[src/rtl/mem_march_bist_if.sv]
// Host-side bundle for mem_march_bist: direct access, BIST control and result readback.
interface mem_march_bist_if #(
  parameter int ADDR_BITS = 5,
  parameter int DATA_BITS = 8
);
  logic                 start;
  logic                 we;
  logic [ADDR_BITS-1:0] addr;
  logic [DATA_BITS-1:0] wdata;
  logic                 inject;
  logic [DATA_BITS-1:0] rdata;
  logic                 busy;
  logic                 done;
  logic                 fail;
  logic [7:0]           err_count;
  logic [ADDR_BITS-1:0] fail_addr;
  logic [DATA_BITS-1:0] fail_syn;

  modport master (
    output start, we, addr, wdata, inject,
    input  rdata, busy, done, fail, err_count, fail_addr, fail_syn
  );

  modport slave (
    input  start, we, addr, wdata, inject,
    output rdata, busy, done, fail, err_count, fail_addr, fail_syn
  );
endinterface

[src/rtl/mem_march_bist.sv]
// Register-file memory with a March C- self-test engine, direct host port and
// stuck-at-1 fault injection on BIST writes to the live host address.
module mem_march_bist #(
  parameter int ADDR_BITS = 5,
  parameter int DATA_BITS = 8
) (
  input  logic             clk,
  input  logic             rst_n,
  mem_march_bist_if.slave  bus
);

  localparam int DEPTH = 1 << ADDR_BITS;
  localparam logic [ADDR_BITS-1:0] ADDR_MAX = {ADDR_BITS{1'b1}};

  typedef enum logic {IDLE, RUN} state_t;

  state_t               state;
  state_t               state_next;

  logic [2:0]           elem;
  logic                 phase_c;
  logic [ADDR_BITS-1:0] bist_addr;

  logic [DATA_BITS-1:0] mem [DEPTH];
  logic [DATA_BITS-1:0] rdata_q;

  logic                 done_q;
  logic                 fail_q;
  logic [7:0]           err_q;
  logic [ADDR_BITS-1:0] fail_addr_q;
  logic [DATA_BITS-1:0] fail_syn_q;

  logic                 busy;
  logic                 mem_we;
  logic [ADDR_BITS-1:0] mem_waddr;
  logic [DATA_BITS-1:0] mem_wdata;
  logic                 bist_read;
  logic                 compare_en;

  logic                 accept;
  logic                 descending;
  logic                 at_end;
  logic                 last_step;
  logic                 write_ones;
  logic                 expect_ones;
  logic [DATA_BITS-1:0] expect_word;
  logic                 mismatch;

  assign accept      = (state == IDLE) && bus.start;
  assign descending  = (elem == 3'd3) || (elem == 3'd4);
  assign at_end      = descending ? (bist_addr == '0) : (bist_addr == ADDR_MAX);
  assign last_step   = (state == RUN) && (elem == 3'd5) && phase_c && at_end;
  assign write_ones  = (elem == 3'd1) || (elem == 3'd3);
  assign expect_ones = (elem == 3'd2) || (elem == 3'd4);
  assign expect_word = expect_ones ? {DATA_BITS{1'b1}} : {DATA_BITS{1'b0}};
  assign mismatch    = compare_en && (rdata_q != expect_word);

  always_ff @(posedge clk) begin
    if (!rst_n) begin
      state <= IDLE;
    end else begin
      state <= state_next;
    end
  end

  always_comb begin
    state_next = state;
    case (state)
      IDLE:    if (bus.start) state_next = RUN;
      RUN:     if (last_step) state_next = IDLE;
      default: state_next = IDLE;
    endcase
  end

  // E0 is a single write per address; E1-E5 split into a read phase and a compare(+write) phase.
  always_comb begin
    busy       = 1'b0;
    mem_we     = 1'b0;
    mem_waddr  = bus.addr;
    mem_wdata  = bus.wdata;
    bist_read  = 1'b0;
    compare_en = 1'b0;
    case (state)
      IDLE: begin
        mem_we = bus.we && !bus.start;
      end
      RUN: begin
        busy      = 1'b1;
        mem_waddr = bist_addr;
        mem_wdata = write_ones ? {DATA_BITS{1'b1}} : {DATA_BITS{1'b0}};
        if (bus.inject && (bist_addr == bus.addr)) mem_wdata[0] = 1'b1;
        if (elem == 3'd0) begin
          mem_we = 1'b1;
        end else if (!phase_c) begin
          bist_read = 1'b1;
        end else begin
          compare_en = 1'b1;
          mem_we     = (elem != 3'd5);
        end
      end
      default: ;
    endcase
  end

  always_ff @(posedge clk) begin
    if (!rst_n || accept) begin
      elem      <= 3'd0;
      phase_c   <= 1'b0;
      bist_addr <= '0;
    end else if (state == RUN) begin
      if (elem == 3'd0) begin
        if (bist_addr == ADDR_MAX) begin
          elem      <= 3'd1;
          bist_addr <= '0;
        end else begin
          bist_addr <= bist_addr + 1'b1;
        end
      end else if (!phase_c) begin
        phase_c <= 1'b1;
      end else begin
        phase_c <= 1'b0;
        if (at_end) begin
          elem      <= elem + 3'd1;
          bist_addr <= ((elem == 3'd2) || (elem == 3'd3)) ? ADDR_MAX : '0;
        end else if (descending) begin
          bist_addr <= bist_addr - 1'b1;
        end else begin
          bist_addr <= bist_addr + 1'b1;
        end
      end
    end
  end

  always_ff @(posedge clk) begin
    if (rst_n && mem_we) mem[mem_waddr] <= mem_wdata;
  end

  // Read register is shared: host reads in IDLE, march reads during the R phase.
  always_ff @(posedge clk) begin
    if (!rst_n) begin
      rdata_q <= '0;
    end else if (state == IDLE) begin
      rdata_q <= mem[bus.addr];
    end else if (bist_read) begin
      rdata_q <= mem[bist_addr];
    end
  end

  always_ff @(posedge clk) begin
    if (!rst_n || accept) begin
      done_q      <= 1'b0;
      fail_q      <= 1'b0;
      err_q       <= 8'd0;
      fail_addr_q <= '0;
      fail_syn_q  <= '0;
    end else begin
      if (last_step) done_q <= 1'b1;
      if (mismatch) begin
        if (err_q != 8'hFF) err_q <= err_q + 8'd1;
        if (!fail_q) begin
          fail_q      <= 1'b1;
          fail_addr_q <= bist_addr;
          fail_syn_q  <= rdata_q ^ expect_word;
        end
      end
    end
  end

  assign bus.rdata     = rdata_q;
  assign bus.busy      = busy;
  assign bus.done      = done_q;
  assign bus.fail      = fail_q;
  assign bus.err_count = err_q;
  assign bus.fail_addr = fail_addr_q;
  assign bus.fail_syn  = fail_syn_q;

endmodule
[src/flat_wrapper.sv]
// flat-port wrapper written by rule: the top's interface ports become plain ports
module mem_march_bist_flat 
#(
  parameter int ADDR_BITS = 5,
  parameter int DATA_BITS = 8
)
  (clk, rst_n, bus_start, bus_we, bus_addr, bus_wdata, bus_inject, bus_rdata, bus_busy, bus_done, bus_fail, bus_err_count, bus_fail_addr, bus_fail_syn);
  mem_march_bist_if #(.ADDR_BITS(ADDR_BITS), .DATA_BITS(DATA_BITS)) bus_i ();
  input  logic clk;
  input  logic rst_n;
  input wire logic [$bits(bus_i.start)-1:0] bus_start;
  input wire logic [$bits(bus_i.we)-1:0] bus_we;
  input wire logic [$bits(bus_i.addr)-1:0] bus_addr;
  input wire logic [$bits(bus_i.wdata)-1:0] bus_wdata;
  input wire logic [$bits(bus_i.inject)-1:0] bus_inject;
  output wire logic [$bits(bus_i.rdata)-1:0] bus_rdata;
  output wire logic [$bits(bus_i.busy)-1:0] bus_busy;
  output wire logic [$bits(bus_i.done)-1:0] bus_done;
  output wire logic [$bits(bus_i.fail)-1:0] bus_fail;
  output wire logic [$bits(bus_i.err_count)-1:0] bus_err_count;
  output wire logic [$bits(bus_i.fail_addr)-1:0] bus_fail_addr;
  output wire logic [$bits(bus_i.fail_syn)-1:0] bus_fail_syn;
  assign bus_i.start = bus_start;
  assign bus_i.we = bus_we;
  assign bus_i.addr = bus_addr;
  assign bus_i.wdata = bus_wdata;
  assign bus_i.inject = bus_inject;
  assign bus_rdata = bus_i.rdata;
  assign bus_busy = bus_i.busy;
  assign bus_done = bus_i.done;
  assign bus_fail = bus_i.fail;
  assign bus_err_count = bus_i.err_count;
  assign bus_fail_addr = bus_i.fail_addr;
  assign bus_fail_syn = bus_i.fail_syn;
  mem_march_bist #(.ADDR_BITS(ADDR_BITS), .DATA_BITS(DATA_BITS)) u_core (.clk(clk), .rst_n(rst_n), .bus(bus_i));
endmodule
[config.mk]
export PLATFORM = sky130hd
export DESIGN_NAME = mem_march_bist_flat
export DESIGN_NICKNAME = d
export VERILOG_FILES = /design/src/rtl/mem_march_bist_if.sv /design/src/rtl/mem_march_bist.sv /design/src/flat_wrapper.sv
export SDC_FILE = /design/constraint.sdc
export NUM_CORES = 1
export LEC_CHECK = 0
export CORE_MARGIN = 2
export CORE_UTILIZATION = 56
export CTS_BUF_LIST = sky130_fd_sc_hd__clkbuf_8 sky130_fd_sc_hd__clkbuf_16
export DETAILED_ROUTE_END_ITERATION = 8
export PLACE_DENSITY = 0.83
export SYNTH_ARGS = -nofsm -noshare
export SYNTH_HDL_FRONTEND = slang
export SYNTH_SLANG_ARGS = --single-unit
[constraint.sdc]
create_clock -name clk -period 2.8 [get_ports clk]
set_input_delay 0.28 -clock clk [delete_from_list [all_inputs] [get_ports clk]]
set_output_delay 0.28 -clock clk [all_outputs]
set_load 0.02 [all_outputs]
==> results.md <==
- Status: complete, no violations
- Distinct cells, synth: 66
- Max Fclk: 0.378 GHz
- Yosys reg bits: 302
- Worst-margin pin slew: 1.34 ns
- Clock transition at path regs: 0.06 ns
- Bufs on Longest Clock Path: 3
- Pins over their slew limit: 0
- 1st-iter DRT viols: 1369
- Die extent in y: 166 um
- Worst setup path category: reg2reg
- I/O pin cnt: 50
- Post-DP HPWL: 26.5 mm
- Max FO, Critical Path: 8
- Hold buffers post-CTS: 0
- DRC Markers: 0
- Pre-antenna DRT Iters: 7
- HP Start: bus_start
- Setup violators final: 0
- Final Util: 0.651
- Pleak: 5.54 nW
- # diodes: 0
- First-pass GRT wire length: 57.3 mm
- Initial core utilization: 0.569
- CTS tree: done
- Post-DP Area: 15900 um2
- RSZ-0062 raised after global routing: no
- GP Congestion: 0.927
- Vias in the first global route: 9616
- Core area: 25900 um2
- Worst Path Required: 3.08 ns
- FFs w/ async S/R, synth: 0
- Syn_area_per_cell: 14.9 um2
- Final wirelength: 38.3 mm
- Share of layout cells above drive strength 1: 0.217
- CTS Sinks: 302
- Latest clock arrival within the worst-skew pair: 0.58 ns
- Area Overhead vs Synth: 14.4%
- Yosys top cell area share: 0.522
- Initial antenna violation count: 0
- Post-Syn Area: 14700 um2
- Drt via density: 6.78
- Power per cell area: 573 nW/um2
- Post-synth EDFFs: 256
- Most common cell in the netlist: edfxtp_1
- Top cells by count, synth: edfxtp_1, mux2i_1, mux4_2
- CTS buffer count: 31
- Fillers: 1764
- Maxcap violations: 0
- Critical Path Sink Type: flop
- Root buf cell: clkbuf_16
- Total power: 9.66 mW
- Reg-to-reg startpoint: u_core.elem[1]
- I/O Buffers: 49
- HP Class: in2reg
- Setup Buffers After CTS: 0
- Period minus WS final: 2.65 ns
- Critical path startpoint category: flop
- GRT Util Overall: 0.272
- CP Launch Point: u_core.elem[1]
- Synth Flop Type: edfxtp_1
- Final hold viol count: 0
- Tcrit/Tclk final: 0.946
- Row count: 59
- Final Cell Area: 16900 um2
- Routed vias: 9713
- Largest net degree at the start of global routing: 34
- Synth top area cells: edfxtp_1, mux4_2, mux2i_1, dfxtp_1, nor2_1
- Sequential share of the synthesized area: 0.584
- Setup TNS: 0 ns
- Full die area: 27600 um2
- Post-DRT Antenna Nets: 0
- WL/cell: 26.7 um
- Ys Warns: 0
- H-Tree Depth: 1
- IR drop worst, VDD: 544 uV
- Nets: 1101
- Max-slew headroom: 0.105
- Arrival @ worst endpoint: 2.93 ns
- Die width: 166 um
- Gate Count Post-Synth: 991
- Clock skew: 0.0169 ns
- Area leader, netlist: edfxtp_1
- Synthesized net count: 1018
- Post-CTS resize count: 0
- GR Overflow Total: 0
==> path summary, 6_finish.rpt <==
| kind | to | cells after the start | slack, ns |
|---|---|---|---|
| max reg2reg | u_core.mem[17][7] | 8 | 0.15 |
| min | u_core.state | 3 | 0.43 |
| min reg2reg | u_core.bus.fail_syn[2] | 2 | 0.50 |
| max | u_core.mem[17][7] | 8 | 0.15 |
==> where the power goes <==
group	internal (mW)	leakage [nW]	total [mW]	switching, mW
logic	0.385	2.36	0.876	0.491
registers	4.94	2.70	5.02	0.0877
clock network	2.02	0.484	3.76	1.74
==> through the flow <==
step           setup slack, ns  hold slack [ns]  instances
4_1_cts                  0.298            0.424       1433
2_1_floorplan            0.198            0.432        991
3_3_place_gp             0.392            0.461       1376
5_1_grt                 0.0635            0.528       1433
3_5_place_dp             0.324            0.491       1376
6_report                 0.152            0.431       1433
==> layout by cell type, fill, tap and decap left out, types with 9 or more instances in the layout <==
cell,n
mux4_2,91
edfxtp_1,256
a22oi_1,16
nor3_1,10
xnor2_1,12
buf_4,68
o21ai_2,9
nor2_1,70
o2111ai_1,16
mux2i_1,107
dfxtp_1,44
clkdlybuf4s50_1,47
inv_1,26
o21ai_0,19
a21oi_1,30
mux2_2,12
nand3_1,16
clkbuf_16,31
ha_1,9
nand2_1,61
or3_1,10
nor2b_1,9
==> logic make-up (layout without fill, tap and decap cells) <==
group | after synthesis | count (layout) | synth area share
AO/OA/AOI/OAI | 149 | 149 | 0.0712
XOR/XNOR | 16 | 16 | 0.00951
adder cells (fa/ha/maj) | 9 | 9 | 0.00764
buffers and inverters | 88 | 195 | 0.0285
flip-flops | 302 | 302 | 0.584
multiplexers | 216 | 216 | 0.231
AND/OR/NAND/NOR | 211 | 211 | 0.0675
==> layer usage <==
| metal | share of wire | up-vias | track usage |
|---|---|---|---|
| li1 | - | 4125 | - |
| met1 | 0.38 | 4839 | 0.373 |
| met2 | 0.48 | 642 | 0.448 |
| met3 | 0.097 | 107 | 0.0455 |
| met4 | 0.039 | 0 | 0.0945 |
| met5 | 0 | - | 0 |
==> critical path, cell delays in order (launching register included) <==
cell and delay, ns:
dfxtp_1 0.41, inv_1 0.13, ha_1 0.23, nand2_1 0.10, o211ai_1 0.10, a21oi_1 0.43
o21ai_1 0.40, nor2_1 0.34, buf_4 0.23
==> sequential cells by signal, indices dropped and copies added, names as in the netlist, named ones only <==
name and cells:
u_core.mem 256, u_core.bus.err_count 8, u_core.state 1, u_core.phase_c 1
u_core.bus.done 1, u_core.bus.fail 1, u_core.bus.rdata 8, u_core.bist_addr 5
u_core.bus.fail_syn 8, u_core.elem 3, u_core.bus.fail_addr 5
==> layout make-up <==
class / instances / area (um2) / share of cell area
Sequential cell: 302 / 8620 / 0.511
Multi-Input combinational cell: 601 / 5740 / 0.340
Timing Repair Buffer: 121 / 1100 / 0.0653
Clock buffer: 31 / 776 / 0.0460
Tap cell: 335 / 419 / 0.0249
Clock inverter: 26 / 144 / 0.00854
Inverter: 17 / 63.8 / 0.00379
(Power assumes the default switching activity.)
